===== src/rtl/ex_mem_stage.sv =====
// EX/MEM pipeline stage for the LEGv8 datapath. It captures the ALU result and
// control fields, keeps the architectural NZCV register and resolves branches
// at accept time. A head register plus one skid register decouple the ALU from
// memory back-pressure while keeping in_ready a pure register output.
module ex_mem_stage #(
  parameter int WIDTH = 64
) (
  input  logic             clock,
  input  logic             reset_n,
  input  logic             in_valid,
  output logic             in_ready,
  input  logic [WIDTH-1:0] alu_F,
  input  logic [3:0]       alu_status,
  input  logic             set_flags,
  input  logic [1:0]       branch_op,
  input  logic [3:0]       cond,
  input  logic [WIDTH-1:0] store_data,
  input  logic [4:0]       dest_reg,
  input  logic             reg_write,
  input  logic             mem_read,
  input  logic             mem_write,
  input  logic             flush,
  output logic             out_valid,
  input  logic             out_ready,
  output logic [WIDTH-1:0] out_F,
  output logic [WIDTH-1:0] out_store_data,
  output logic [4:0]       out_dest_reg,
  output logic             out_reg_write,
  output logic             out_mem_read,
  output logic             out_mem_write,
  output logic             out_branch_taken,
  output logic [3:0]       flags
);

  typedef enum logic [1:0] {
    BR_NONE = 2'b00,
    BR_CBZ  = 2'b01,
    BR_CBNZ = 2'b10,
    BR_COND = 2'b11
  } br_op_e;

  typedef struct packed {
    logic [WIDTH-1:0] f;
    logic [WIDTH-1:0] store_data;
    logic [4:0]       dest_reg;
    logic             reg_write;
    logic             mem_read;
    logic             mem_write;
    logic             branch_taken;
  } entry_t;

  // Evaluate a B.cond code against {V,C,N,Z}. Odd codes invert the even base
  // condition, except AL/NV which are always true.
  function automatic logic cond_holds(input logic [3:0] c, input logic [3:0] nzcv);
    logic v, cf, n, z, base;
    {v, cf, n, z} = nzcv;
    case (c[3:1])
      3'd0:    base = z;
      3'd1:    base = cf;
      3'd2:    base = n;
      3'd3:    base = v;
      3'd4:    base = cf & ~z;
      3'd5:    base = (n == v);
      3'd6:    base = ~z & (n == v);
      default: base = 1'b1;
    endcase
    return (c[3:1] != 3'd7) ? (base ^ c[0]) : 1'b1;
  endfunction

  logic   head_valid_q, head_valid_d;
  logic   skid_valid_q, skid_valid_d;
  logic   in_ready_q;
  logic   in_ready_d;
  logic [3:0] flags_q;
  entry_t head_q, skid_q;
  entry_t new_entry;
  logic   acc, pop;
  logic   load_head_new, load_head_skid, load_skid;
  logic   taken;

  assign acc = in_valid & in_ready_q & ~flush;
  assign pop = head_valid_q & out_ready;

  // Resolve the incoming branch against the flags as they stand before this accept.
  always_comb begin
    taken = 1'b0;
    case (br_op_e'(branch_op))
      BR_CBZ:  taken = alu_status[0];
      BR_CBNZ: taken = ~alu_status[0];
      BR_COND: taken = cond_holds(cond, flags_q);
      default: taken = 1'b0;
    endcase
  end

  assign new_entry = '{f: alu_F, store_data: store_data, dest_reg: dest_reg,
                       reg_write: reg_write, mem_read: mem_read,
                       mem_write: mem_write, branch_taken: taken};

  // Routing between head and skid; the head is always filled before the skid.
  always_comb begin
    // NOTE: every signal gets a default first so no path through this block can infer a latch.
    head_valid_d   = head_valid_q;
    skid_valid_d   = skid_valid_q;
    load_head_new  = 1'b0;
    load_head_skid = 1'b0;
    load_skid      = 1'b0;
    if (flush) begin
      head_valid_d = 1'b0;
      skid_valid_d = 1'b0;
    end else if (pop && skid_valid_q) begin
      load_head_skid = 1'b1;
      head_valid_d   = 1'b1;
      load_skid      = acc;
      skid_valid_d   = acc;
    end else if (!head_valid_q || pop) begin
      load_head_new = acc;
      head_valid_d  = acc;
    end else if (acc) begin
      load_skid    = 1'b1;
      skid_valid_d = 1'b1;
    end
    in_ready_d = ~skid_valid_d;
  end

  // Valid bits, registered in_ready and the architectural flags.
  always_ff @(posedge clock or negedge reset_n) begin
    if (!reset_n) begin
      head_valid_q <= 1'b0;
      skid_valid_q <= 1'b0;
      in_ready_q   <= 1'b1;
      flags_q      <= 4'b0000;
    end else begin
      // NOTE: non-blocking so every register samples pre-edge values, as the flip-flops do.
      head_valid_q <= head_valid_d;
      skid_valid_q <= skid_valid_d;
      in_ready_q   <= in_ready_d;
      if (acc && set_flags) flags_q <= alu_status;
    end
  end

  // Entry payload registers.
  // NOTE: payload carries no reset; the valid bits alone decide whether it means anything.
  always_ff @(posedge clock) begin
    if (load_head_skid)     head_q <= skid_q;
    else if (load_head_new) head_q <= new_entry;
    if (load_skid)          skid_q <= new_entry;
  end

  assign in_ready         = in_ready_q;
  assign flags            = flags_q;
  assign out_valid        = head_valid_q;
  assign out_F            = head_q.f;
  assign out_store_data   = head_q.store_data;
  assign out_dest_reg     = head_q.dest_reg;
  assign out_reg_write    = head_valid_q & head_q.reg_write;
  assign out_mem_read     = head_valid_q & head_q.mem_read;
  assign out_mem_write    = head_valid_q & head_q.mem_write;
  assign out_branch_taken = head_valid_q & head_q.branch_taken;

endmodule


===== config.mk =====
export PLATFORM = sky130hd
export DESIGN_NAME = ex_mem_stage
export DESIGN_NICKNAME = d
export VERILOG_FILES = /design/src/rtl/ex_mem_stage.sv
export SDC_FILE = /design/constraint.sdc
export NUM_CORES = 1
export LEC_CHECK = 0
export ABC_AREA = 1
export BUFFER_PORTS_ARGS = -buffer_cell sky130_fd_sc_hd__buf_2
export CORE_MARGIN = 5
export CORE_UTILIZATION = 47
export DETAILED_ROUTE_END_ITERATION = 10
export PLACE_DENSITY_LB_ADDON = 0.1
export RECOVER_POWER = 100
export SYNTH_ARGS = -nofsm -noshare
export SYNTH_HDL_FRONTEND = slang
export SYNTH_SLANG_ARGS = --single-unit

===== constraint.sdc =====
create_clock -name clock -period 25 [get_ports clock]
set_input_delay 2.5 -clock clock [delete_from_list [all_inputs] [get_ports clock]]
set_output_delay 2.5 -clock clock [all_outputs]
set_load 0.02 [all_outputs]

==> results of run 1 <==
layout make-up:
| class | count | area (um2) |
|---|---|---|
| fill | 2242 | 11300 |
| tap | 324 | 405 |
| timing repair buffer | 299 | 1190 |
| antenna | 1 | 2.50 |
| clock buffer | 35 | 791 |
| sequential | 281 | 8400 |
| inverter | 22 | 85.1 |
| multi-input combinational | 459 | 1770 |
| clock inverter | 21 | 228 |
report_power, final:
part | total, uW | leakage (uW) | internal, uW | switching, uW
clock network | 450 | 0.000507 | 277 | 173
registers | 543 | 0.00260 | 537 | 5.97
logic | 60.9 | 0.00185 | 18.1 | 42.8
total | 1050 | 0.00496 | 832 | 222
per-stage QoR:
stage | area [um2] | utilization | worst slack (ns) | power [uW] | hold WS, ns
5_1_grt | 12900 | 0.533 | 15.75 | 1100 | 0.521
3_3_place_gp | 12200 | 0.505 | 19.99 | 618 | 0.492
6_report | 12900 | 0.533 | 16.60 | 1050 | 0.507
3_5_place_dp | 12200 | 0.505 | 19.93 | 619 | 0.493
2_1_floorplan | 11500 | - | 11.86 | 602 | 0.487
4_1_cts | 13200 | 0.547 | 20.49 | 1070 | 0.504
metal layers:
metal | wire [um] | part of all wire | vias up | global-route usage
li1 | - | - | 3255 | -
met1 | 9620 | 0.42 | 2965 | 0.211
met2 | 11200 | 0.48 | 221 | 0.274
met3 | 1650 | 0.071 | 54 | 0.0436
met4 | 650 | 0.028 | 10 | 0.0420
met5 | 58 | 0.0025 | - | 0
cells by family (layout without fill, tap and decap cells):
| logic type | Yosys count | after routing | share of synthesized area |
|---|---|---|---|
| XOR/XNOR | 1 | 1 | 0.000764 |
| other | 0 | 1 | 0 |
| AO/OA/AOI/OAI | 7 | 7 | 0.00349 |
| multiplexers | 2 | 2 | 0.00197 |
| buffers and inverters | 185 | 377 | 0.111 |
| AND/OR/NAND/NOR | 449 | 449 | 0.149 |
| flip-flops | 281 | 281 | 0.733 |
cell usage after synthesis (2+ instances only):
library cell / instances
sky130_fd_sc_hd__buf_6: 3
sky130_fd_sc_hd__dfrtp_1: 6
sky130_fd_sc_hd__clkbuf_1: 2
sky130_fd_sc_hd__buf_2: 13
sky130_fd_sc_hd__edfxtp_1: 274
sky130_fd_sc_hd__buf_4: 145
sky130_fd_sc_hd__nand3_1: 12
sky130_fd_sc_hd__inv_1: 20
sky130_fd_sc_hd__nand2_1: 431
sky130_fd_sc_hd__a21oi_1: 2
sky130_fd_sc_hd__inv_2: 2
sky130_fd_sc_hd__o21ai_0: 3
sky130_fd_sc_hd__nor2_1: 4
sky130_fd_sc_hd__mux2_2: 2
how the worst max path moves through the flow:
stage / from / end / slack [ns] / cells past startpoint
floorplan: flush / head_q[0]$_DFFE_PP_ / 11.86 / 3
global placement: flush / skid_q[52]$_DFFE_PP_ / 19.99 / 7
detailed placement: flush / skid_q[123]$_DFFE_PP_ / 19.93 / 7
CTS: flush / skid_q[83]$_DFFE_PP_ / 20.49 / 7
global route: out_ready / out_store_data[22]$_DFFE_PP_ / 15.75 / 8
finish: out_ready / out_F[10]$_DFFE_PP_ / 16.60 / 6
worst max-delay path: cells and delay by family:
family,cells,cell delay (ns)
AOI/OAI and AO/OA,1,1.88
buffers and inverters,2,2.87
and+or+nand+nor,3,1.12
==> results.py, run 1 <==
metrics = {
    "timing": {
        "timing.setup.tns_ns": 0,
        "layout_min_cycle_time_ns": 8.40,
        "slew_viol_final": 423,
        "setup_violations": 0,
        "worstMarginPinSlew_ns": 4.42,
        "clock.fmax_ghz": 0.119,
        "timing.slew.headroom": -1.95,
        "fin_skew_ns": 0.0136,
        "grt_setup_unrepaired": "false",
        "period_share": 0.336,
        "timing_hold_violations_final": 0,
    },
    "drt": {
        "drtIter0Drc": 428,
        "finalWirelength_mm": 23.1,
        "detail_route.drc_violations": 0,
        "first_pass_iters": 6,
        "drt-wirelength-per-cell_um": 16.1,
        "viasPerCell": 4.51,
        "drt.antenna.violating_nets": 0,
        "via_count": 6505,
    },
    "worst_hold_path": {
        "path_type_of_the_worst_min_delay_path": "flop to flop",
        "holdPathStages": 2,
        "hold-path-endpoint": "out_store_data[6]$_DFFE_PP_",
        "hold_start": "skid_q[15]$_DFFE_PP_",
    },
    "cts": {
        "cts.repair_timing.setup_buffer_count": 0,
        "cts.reportedPaths.clkPinSlew_ns": 0.06,
        "cts_made_buffers": 30,
        "insertion_delay_ns": 0.53,
        "cts-root-to-sink-buffers": 3,
        "cts_tree": "yes",
        "cts.hold.buffers_added": 0,
        "cts_repair_resize_count": 0,
        "sinks_on_clock_net": 281,
        "htree_num_levels": 1,
        "cts_root_buf": "sky130_fd_sc_hd__clkbuf_16",
    },
    "grt": {
        "grt_first_pass_wirelength_mm": 36.0,
        "grt_overflow_total": 0,
        "groute.usage.overall": 0.163,
        "number_of_antenna_violations_at_the_first_check_in_global_routing": 6,
        "pin_count_of_the_biggest_net_entering_global_routing": 101,
        "grt_pass1_vias": 6493,
    },
    "setup_path": {
        "endpoint_kind": "flop",
        "worst_path_max_delay_cell": "sky130_fd_sc_hd__clkbuf_1",
        "cp.arrival_ns": 8.45,
        "criticalPathCategory": "input pin to flop",
        "worst-endpoint-required_ns": 25.05,
        "worstRegToRegCells": 5,
        "cpMostUsedCell": "sky130_fd_sc_hd__nand2_1",
        "endpoint_of_the_most_critical_register_to_register_path": "out_F[10]$_DFFE_PP_",
        "crit_chain": "buf_2 -> nand2_1 -> nor2_1 -> nand2_1 -> o21ai_0 -> clkbuf_1",
        "worstSetupStartpointType": "input pin",
        "critPathMaxStageDelay_ns": 2.78,
        "critical_path.reg2reg.startpoint": "out_valid$_DFFE_PN0P_",
        "reg2reg_slack_ns": 18.15,
        "crit_path_max_fanout": 68,
    },
    "die": {
        "initial_core_util": 0.474,
        "floorplan.die_area_um2": 27600,
        "number_of_top_level_design_ports": 295,
        "floorplan.core_area_um2": 24200,
        "chipHeight_um": 166,
        "floorplan.die.width_um": 166,
        "fp-row-count": 57,
    },
    "final_layout": {
        "final-instance-count-excl-fill": 1442,
        "final_layout_size_suffix_gt1_frac": 0.0940,
        "flow.area_growth_from_synthesis_pct": 12.4,
        "finalNetCount": 1245,
        "top_register": "skid_q",
        "largest_register_ffs": 137,
        "final_cell_mix": "sky130_fd_sc_hd__nand2_1, sky130_fd_sc_hd__edfxtp_1, sky130_fd_sc_hd__clkbuf_1",
        "layout.cells.most_common": "sky130_fd_sc_hd__nand2_1",
    },
    "synthesis": {
        "postSynthCellCount": 925,
        "synthTopCellsByArea": "sky130_fd_sc_hd__edfxtp_1, sky130_fd_sc_hd__nand2_1, sky130_fd_sc_hd__buf_4",
        "synth_seq_area_share": 0.733,
        "synthArstFlopShare": 0.0249,
        "synth_top_cell_area_share": 0.718,
        "synth.largest_area_cell": "sky130_fd_sc_hd__edfxtp_1",
        "post_synth.cell_area_avg_um2": 12.4,
        "yosysWarnings": 0,
        "synth_top_flop_cell": "sky130_fd_sc_hd__edfxtp_1",
        "yosys.cell_types.count": 20,
        "post_synth_instance_area_um2": 11500,
        "number_of_synthesized_flops_with_an_enable_pin": 274,
        "synthesized_nets": 1077,
        "ys_ff_latch": 281,
    },
    "place": {
        "cell_total_after_placement": 1385,
        "place.detailed.hpwl_mm": 14.8,
        "numPortBuffers": 294,
        "place.gp.congestion": 0.734,
    },
    "outcome": {
        "status": "finished, violations left",
        "violations": "capacitance limit, slew limit",
    },
    "pwr": {
        "leak_pwr_uw": 0.00496,
        "irDropWorstVdd_v": 0.0000428,
        "p_per_cell_area_nw_per_um2": 81.9,
    },
    "run": {
        "timing.max_cap.violations": 7,
    },
}
Power figures use the tool's default switching activity.
==> run 2, diff against run 1 <==
--- a/config.mk
+++ b/config.mk
@@ -5,7 +5,7 @@
 export SDC_FILE = /design/constraint.sdc
 export NUM_CORES = 1
 export LEC_CHECK = 0
-export ABC_AREA = 1
+export ABC_AREA = 0
 export BUFFER_PORTS_ARGS = -buffer_cell sky130_fd_sc_hd__buf_2
 export CORE_MARGIN = 5
 export CORE_UTILIZATION = 47
==> constraint.sdc (replaced) <==
create_clock -name clock -period 8.63 [get_ports clock]
set_input_delay 0.863 -clock clock [delete_from_list [all_inputs] [get_ports clock]]
set_output_delay 0.863 -clock clock [all_outputs]
set_load 0.02 [all_outputs]
==> run 2 against run 1 <==
The run still ends with capacitance limit, slew limit left. Die area increased by 4.2%. Count of clock-buffer cells in the layout increased by 12. Worst setup slack worse by 13 ns. Cell count decreased by 21%. Register-to-register slack got worse by 14 ns. Sequential share of layout area grew 0.34 points. Global-route usage down 1.8 points. Via count down 15%. Largest power group unchanged.
==> results.py, run 2 <==
metrics = {
    "outcome": {
        "status": "finished, violations left",
        "violations": "capacitance limit, slew limit",
    },
    "synthesis": {
        "synthArstFlopShare": 0.0249,
        "synth_top_cell_area_share": 0.687,
        "post_synth.cell_area_avg_um2": 19.8,
        "synthTopCellsByArea": "sky130_fd_sc_hd__edfxtp_1, sky130_fd_sc_hd__mux2_4, sky130_fd_sc_hd__buf_4",
        "synth_top_cells_by_count": "sky130_fd_sc_hd__edfxtp_1, sky130_fd_sc_hd__buf_4, sky130_fd_sc_hd__mux2_4",
        "ys_ff_latch": 281,
        "synth_seq_area_share": 0.702,
        "post_synth_instance_area_um2": 12000,
        "number_of_synthesized_flops_with_an_enable_pin": 274,
        "synthMostInstantiatedCell": "sky130_fd_sc_hd__edfxtp_1",
        "postSynthCellCount": 606,
        "synth_top_flop_cell": "sky130_fd_sc_hd__edfxtp_1",
        "synth.largest_area_cell": "sky130_fd_sc_hd__edfxtp_1",
        "yosysWarnings": 0,
        "synthesized_nets": 758,
        "yosys.cell_types.count": 29,
    },
    "cts": {
        "sinks_on_clock_net": 281,
        "cts_tree": "yes",
        "htree_num_levels": 1,
        "cts.repair_timing.setup_buffer_count": 0,
        "insertion_delay_ns": 0.53,
        "cts_made_buffers": 31,
        "cts.reportedPaths.clkPinSlew_ns": 0.06,
        "cts_root_buf": "sky130_fd_sc_hd__clkbuf_16",
        "cts-root-to-sink-buffers": 3,
        "cts_repair_resize_count": 0,
        "cts.hold.buffers_added": 0,
    },
    "place": {
        "numPortBuffers": 294,
        "cell_total_after_placement": 1088,
        "place.detailed.hpwl_mm": 15.1,
        "place.gp.congestion": 0.850,
    },
    "setup_path": {
        "worstSetupStartpointType": "flop",
        "worst_path_max_delay_cell": "sky130_fd_sc_hd__clkbuf_1",
        "reg2reg_slack_ns": 3.96,
        "critPathMaxStageDelay_ns": 2.54,
        "endpoint_kind": "flop",
        "cp.arrival_ns": 4.93,
        "critical_path.reg2reg.startpoint": "out_valid$_DFFE_PN0P_",
        "endpoint_of_the_most_critical_register_to_register_path": "out_store_data[2]$_DFFE_PP_",
        "criticalPathCategory": "flop to flop",
        "worst-endpoint-required_ns": 8.89,
        "worstRegToRegCells": 4,
        "crit_chain": "nand2_1 -> or3_1 -> clkbuf_1 -> mux2_1",
        "crit_path_max_fanout": 60,
    },
    "timing": {
        "setup_violations": 0,
        "period_share": 0.541,
        "slew_viol_final": 154,
        "timing_hold_violations_final": 0,
        "timing.slew.headroom": -1.35,
        "timing.setup.tns_ns": 0,
        "clock.fmax_ghz": 0.214,
        "layout_min_cycle_time_ns": 4.67,
        "fin_skew_ns": 0.0114,
        "worstMarginPinSlew_ns": 3.53,
        "grt_setup_unrepaired": "false",
    },
    "grt": {
        "grt_util_met1": 0.185,
        "pin_count_of_the_biggest_net_entering_global_routing": 69,
        "grt_overflow_total": 0,
        "number_of_antenna_violations_at_the_first_check_in_global_routing": 8,
        "groute.usage.overall": 0.145,
        "grt_first_pass_wirelength_mm": 32.8,
        "groute.layer.met3.usage": 0.0510,
        "grt_pass1_vias": 5750,
        "grt.busiest_layer": "met2",
        "use_met2": 0.233,
    },
    "final_layout": {
        "multiInputGateArea_um2": 1800,
        "final_layout_size_suffix_gt1_frac": 0.128,
        "filler_cell_count_in_the_final_layout": 2295,
        "final-instance-count-excl-fill": 1146,
        "seqCellArea_um2": 8400,
        "top_register": "skid_q",
        "flow.area_growth_from_synthesis_pct": 6.99,
        "finalNetCount": 943,
        "layout.cells.most_common": "sky130_fd_sc_hd__edfxtp_1",
        "final_cell_mix": "sky130_fd_sc_hd__edfxtp_1, sky130_fd_sc_hd__clkbuf_1, sky130_fd_sc_hd__mux2_1",
        "post-route-util": 0.510,
        "largest_register_ffs": 137,
    },
    "worst_hold_path": {
        "path_type_of_the_worst_min_delay_path": "input pin to async pin",
    },
    "run": {
        "timing.max_cap.violations": 4,
    },
    "pwr": {
        "power.switching_fraction": 0.213,
        "clkPwrFrac": 0.413,
        "share_comb_of_total_power": 0.062,
        "p_per_cell_area_nw_per_um2": 235,
        "switchingPower_uw": 639,
        "irDropWorstVdd_v": 0.000174,
        "leak_pwr_uw": 0.00427,
        "p_seq_frac": 0.524,
        "internal_power_of_the_cells_uw": 2370,
    },
    "drt": {
        "detail_route.drc_violations": 0,
        "via_count": 5502,
        "drt.antenna.violating_nets": 0,
        "drt-wirelength-per-cell_um": 19.6,
        "first_pass_iters": 4,
        "finalWirelength_mm": 22.5,
        "drtIter0Drc": 318,
        "viasPerCell": 4.80,
    },
    "die": {
        "chipHeight_um": 170,
        "fp-row-count": 58,
        "floorplan.core_area_um2": 25100,
        "number_of_top_level_design_ports": 295,
        "floorplan.die_area_um2": 28800,
        "initial_core_util": 0.477,
        "floorplan.die.width_um": 170,
    },
}
run 2: cell count changes in the layout (fill, tap and decap cells not counted), sizes merged, moves of 3 or more:
| cell | delta |
|---|---|
| nand2 | -425 |
| mux2 | +139 |
| inv | -16 |
| clkbuf | +13 |
| nand3 | -12 |
| clkinv | -7 |
| and2 | +4 |
| bufinv | -4 |
| nor2 | -4 |
| clkinvlp | -3 |
run 2: stage by stage:
step	total power (uW)	hold slack, ns	area, um2	setup WS, ns
after global routing	3130	0.233	12800	3.59
after detailed placement	1840	0.533	12700	4.74
after global placement	1830	0.530	12700	4.88
final	3010	0.216	12800	3.96
after floorplan	1780	0.525	12000	1.55
after CTS	3090	0.124	13600	5.20
run 2: layer usage:
layer  routed length [um]  share of wire
met1                 9150           0.41
met2                10500           0.47
met3                 2110          0.094
met4                  673          0.030
met5                   80         0.0036
run 2: cell families (layout without fill, tap and decap cells):
logic type	count (synthesis)	count (layout)	share of synthesized area
buf+inv	152	360	0.107
mux	144	144	0.177
flops	281	281	0.702
compound gates	8	8	0.00460
xor+xnor	1	1	0.000732
simple gates	20	20	0.00920
other cells	0	2	0
run 2: worst max path at each step:
| stage | from | endpoint | cells past startpoint |
|---|---|---|---|
| 2_1_floorplan | in_valid | head_q[0]$_DFFE_PP_ | 2 |
| 3_3_place_gp | out_ready | skid_q[31]$_DFFE_PP_ | 6 |
| 3_5_place_dp | out_ready | skid_q[30]$_DFFE_PP_ | 6 |
| 4_1_cts | in_ready$_DFF_PN1_ | skid_q[35]$_DFFE_PP_ | 4 |
| 5_1_grt | out_valid$_DFFE_PN0P_ | out_store_data[2]$_DFFE_PP_ | 4 |
| 6_report | out_valid$_DFFE_PN0P_ | out_store_data[2]$_DFFE_PP_ | 4 |
run 2: power by group through the flow:
| stage | registers [uW] | logic (uW) | clock network, uW |
|---|---|---|---|
| 2_1_floorplan | 1610 | 167 | 0 |
| 3_3_place_gp | 1600 | 229 | 0 |
| 3_5_place_dp | 1600 | 235 | 0 |
| 4_1_cts | 1580 | 235 | 1280 |
| 5_1_grt | 1580 | 206 | 1340 |
| 6_report | 1580 | 188 | 1240 |
run 2: area by class of cell:
| class | instances | share of cell area |
|---|---|---|
| multi-input cells | 173 | 0.141 |
| well taps | 330 | 0.0322 |
| clock buffers | 47 | 0.0708 |
| flip-flops and latches | 281 | 0.656 |
| diodes | 2 | 0.000391 |
| clock inverters | 9 | 0.00488 |
| repair buffers | 300 | 0.0936 |
| inverters | 4 | 0.00117 |
run 2: worst max-delay path, delay by kind of cell (launching register included):
kind                   cells  cell delay, ns
buffers and inverters      1            2.54
AND/OR/NAND/NOR            2            0.87
flip-flops                 1            0.48
multiplexers               1            0.44
==> run 3, diff against run 2 <==
==> constraint.sdc (replaced) <==
create_clock -name clock -period 4.55 [get_ports clock]
set_input_delay 0.455 -clock clock [delete_from_list [all_inputs] [get_ports clock]]
set_output_delay 0.455 -clock clock [all_outputs]
set_load 0.02 [all_outputs]
==> run 3 against run 2 <==
The flow still finishes with violations (capacitance limit, slew limit). Routed wire length up 0.18%. Combinational power is 92% higher. Design area rose by 0.98%. Power up 95%. Maximum frequency is 47% higher. Clock power increased by 100%. Non-clock buffer count unchanged. Critical path type unchanged. Largest cell class unchanged.
==> results.py, run 3 (same netlist as run 2, synthesis figures left out) <==
metrics = {
    "outcome": {
        "status": "finished, violations left",
        "violations": "capacitance limit, slew limit",
    },
    "setup_path": {
        "critPathMaxStageDelay_ns": 1.61,
        "worst_path_max_delay_cell": "sky130_fd_sc_hd__clkbuf_1",
        "crit_path_max_fanout": 39,
        "crit_chain": "nor2b_1 -> a211oi_1 -> clkbuf_1",
        "endpoint_of_the_most_critical_register_to_register_path": "out_store_data[28]$_DFFE_PP_",
        "reg2reg_slack_ns": 1.37,
        "worstSetupStartpointType": "flop",
        "critical_path.reg2reg.startpoint": "out_valid$_DFFE_PN0P_",
        "endpoint_kind": "flop",
        "timing.critical_path.max_delay_family": "buffers and inverters",
        "worst-endpoint-required_ns": 4.67,
        "crit_path_depth": 3,
        "cp.buffers_inverters": 1,
        "worstRegToRegCells": 3,
        "criticalPathCategory": "flop to flop",
        "cp.arrival_ns": 3.30,
    },
    "pwr": {
        "leak_pwr_uw": 0.00434,
        "power_uw": 5870,
        "share_comb_of_total_power": 0.061,
        "internal_power_of_the_cells_uw": 4610,
        "power.switching_fraction": 0.215,
        "p_per_cell_area_nw_per_um2": 454,
        "p_seq_frac": 0.510,
        "switchingPower_uw": 1260,
        "clkPwrFrac": 0.429,
        "irDropWorstVdd_v": 0.000270,
    },
    "die": {
        "initial_core_util": 0.477,
        "number_of_top_level_design_ports": 295,
        "chipHeight_um": 170,
        "floorplan.core_area_um2": 25100,
        "floorplan.die.width_um": 170,
        "fp-row-count": 58,
        "floorplan.die_area_um2": 28800,
    },
    "run": {
        "timing.max_cap.violations": 2,
    },
    "worst_hold_path": {
        "holdPathStages": 1,
        "hold_start": "alu_F[23]",
        "path_type_of_the_worst_min_delay_path": "input pin to flop",
        "hold-path-endpoint": "skid_q[96]$_DFFE_PP_",
    },
    "final_layout": {
        "final_cell_mix": "sky130_fd_sc_hd__edfxtp_1, sky130_fd_sc_hd__clkbuf_1, sky130_fd_sc_hd__mux2_1",
        "top_register": "skid_q",
        "filler_cell_count_in_the_final_layout": 2299,
        "finalNetCount": 943,
        "layout.cells.most_common": "sky130_fd_sc_hd__edfxtp_1",
        "largest_register_ffs": 137,
        "post-route-cell-area_um2": 12900,
        "final-instance-count-excl-fill": 1147,
        "final_layout_size_suffix_gt1_frac": 0.147,
        "seqCellArea_um2": 8400,
        "multiInputGateArea_um2": 1830,
        "flow.area_growth_from_synthesis_pct": 8.04,
    },
    "drt": {
        "detail_route.drc_violations": 0,
        "finalWirelength_mm": 22.5,
        "drt.antenna.violating_nets": 0,
        "drt-wirelength-per-cell_um": 19.6,
        "via_count": 5507,
        "drtIter0Drc": 301,
        "first_pass_iters": 4,
        "viasPerCell": 4.80,
    },
    "place": {
        "placedInstanceArea_um2": 12700,
        "place.gp.congestion": 0.830,
        "numPortBuffers": 294,
        "place.detailed.hpwl_mm": 14.9,
        "cell_total_after_placement": 1087,
        "dp_worst_setup_slack_ns": 2.08,
    },
    "cts": {
        "cts.repair_timing.setup_buffer_count": 0,
        "cts.hold.buffers_added": 1,
        "sinks_on_clock_net": 281,
        "insertion_delay_ns": 0.55,
        "cts_tree": "yes",
        "htree_num_levels": 1,
        "cts.reportedPaths.clkPinSlew_ns": 0.06,
        "cts_made_buffers": 31,
        "cts-root-to-sink-buffers": 3,
        "cts_repair_resize_count": 0,
        "cts_root_buf": "sky130_fd_sc_hd__clkbuf_16",
    },
    "grt": {
        "grt_first_pass_wirelength_mm": 33.5,
        "pin_count_of_the_biggest_net_entering_global_routing": 138,
        "number_of_antenna_violations_at_the_first_check_in_global_routing": 3,
        "grt_overflow_total": 0,
        "grt_pass1_vias": 5967,
        "groute.usage.overall": 0.147,
    },
    "timing": {
        "worstMarginPinSlew_ns": 2.19,
        "grt_setup_unrepaired": "false",
        "layout_min_cycle_time_ns": 3.18,
        "setup_violations": 0,
        "clock.fmax_ghz": 0.314,
        "timing.setup.tns_ns": 0,
        "timing.slew.headroom": -0.459,
        "timing_hold_violations_final": 0,
        "slew_viol_final": 178,
        "period_share": 0.699,
        "fin_skew_ns": 0.0112,
        "postLayoutSetupSlackWorst_ns": 1.37,
    },
}
==> run 3: cell types whose count changed in the layout (fill, tap and decap cells not counted), moves of 2 or more <==
cell,before,now
sky130_fd_sc_hd__buf_12,0,2
sky130_fd_sc_hd__clkbuf_1,258,250
sky130_fd_sc_hd__bufinv_16,1,5
sky130_fd_sc_hd__clkinv_2,2,8
sky130_fd_sc_hd__mux2_4,1,3
sky130_fd_sc_hd__clkbuf_8,5,0
sky130_fd_sc_hd__mux2_1,129,127
sky130_fd_sc_hd__clkinvlp_4,0,2
sky130_fd_sc_hd__buf_4,4,0
sky130_fd_sc_hd__buf_1,2,0
sky130_fd_sc_hd__buf_2,46,51
==> run 3: cell type report <==
cell class / count / area share
clock buffer: 37 / 0.0617
tap: 330 / 0.0319
multi-input combinational: 173 / 0.142
sequential: 281 / 0.650
antenna: 1 / 0.000193
clock inverter: 21 / 0.0180
inverter: 4 / 0.00116
timing repair buffer: 300 / 0.0954
==> run 3: stage by stage <==
step	utilization	hold WS (ns)
6_report	0.515	0.0924
5_1_grt	0.515	0.0666
4_1_cts	0.548	0.0646
3_5_place_dp	0.506	0.294
3_3_place_gp	0.506	0.295
2_1_floorplan	-	0.159
==> run 3: how the worst max path moves through the flow <==
stage | end | start | slack [ns]
2_1_floorplan | head_q[0]$_DFFE_PP_ | in_ready$_DFF_PN1_ | -0.22
3_3_place_gp | out_dest_reg[0]$_DFFE_PP_ | flush | 2.13
3_5_place_dp | out_dest_reg[0]$_DFFE_PP_ | flush | 2.08
4_1_cts | out_dest_reg[0]$_DFFE_PP_ | out_valid$_DFFE_PN0P_ | 2.08
5_1_grt | out_store_data[28]$_DFFE_PP_ | out_valid$_DFFE_PN0P_ | 1.06
6_report | out_store_data[28]$_DFFE_PP_ | out_valid$_DFFE_PN0P_ | 1.37
==> run 3: power by group through the flow <==
stage	sequential, uW	combinational, uW	clock (uW)
floorplan	3050	318	0
global placement	3040	436	0
detailed placement	3040	447	0
CTS	2990	450	2590
global route	3000	394	2700
finish	2990	361	2520
==> run 3: per-layer routing <==
metal,vias up,routed length [um],GRT usage
met5,-,34,0
met4,4,683,0.0511
met3,50,1860,0.0491
met2,202,11000,0.249
met1,2722,8960,0.177
li1,2529,-,-
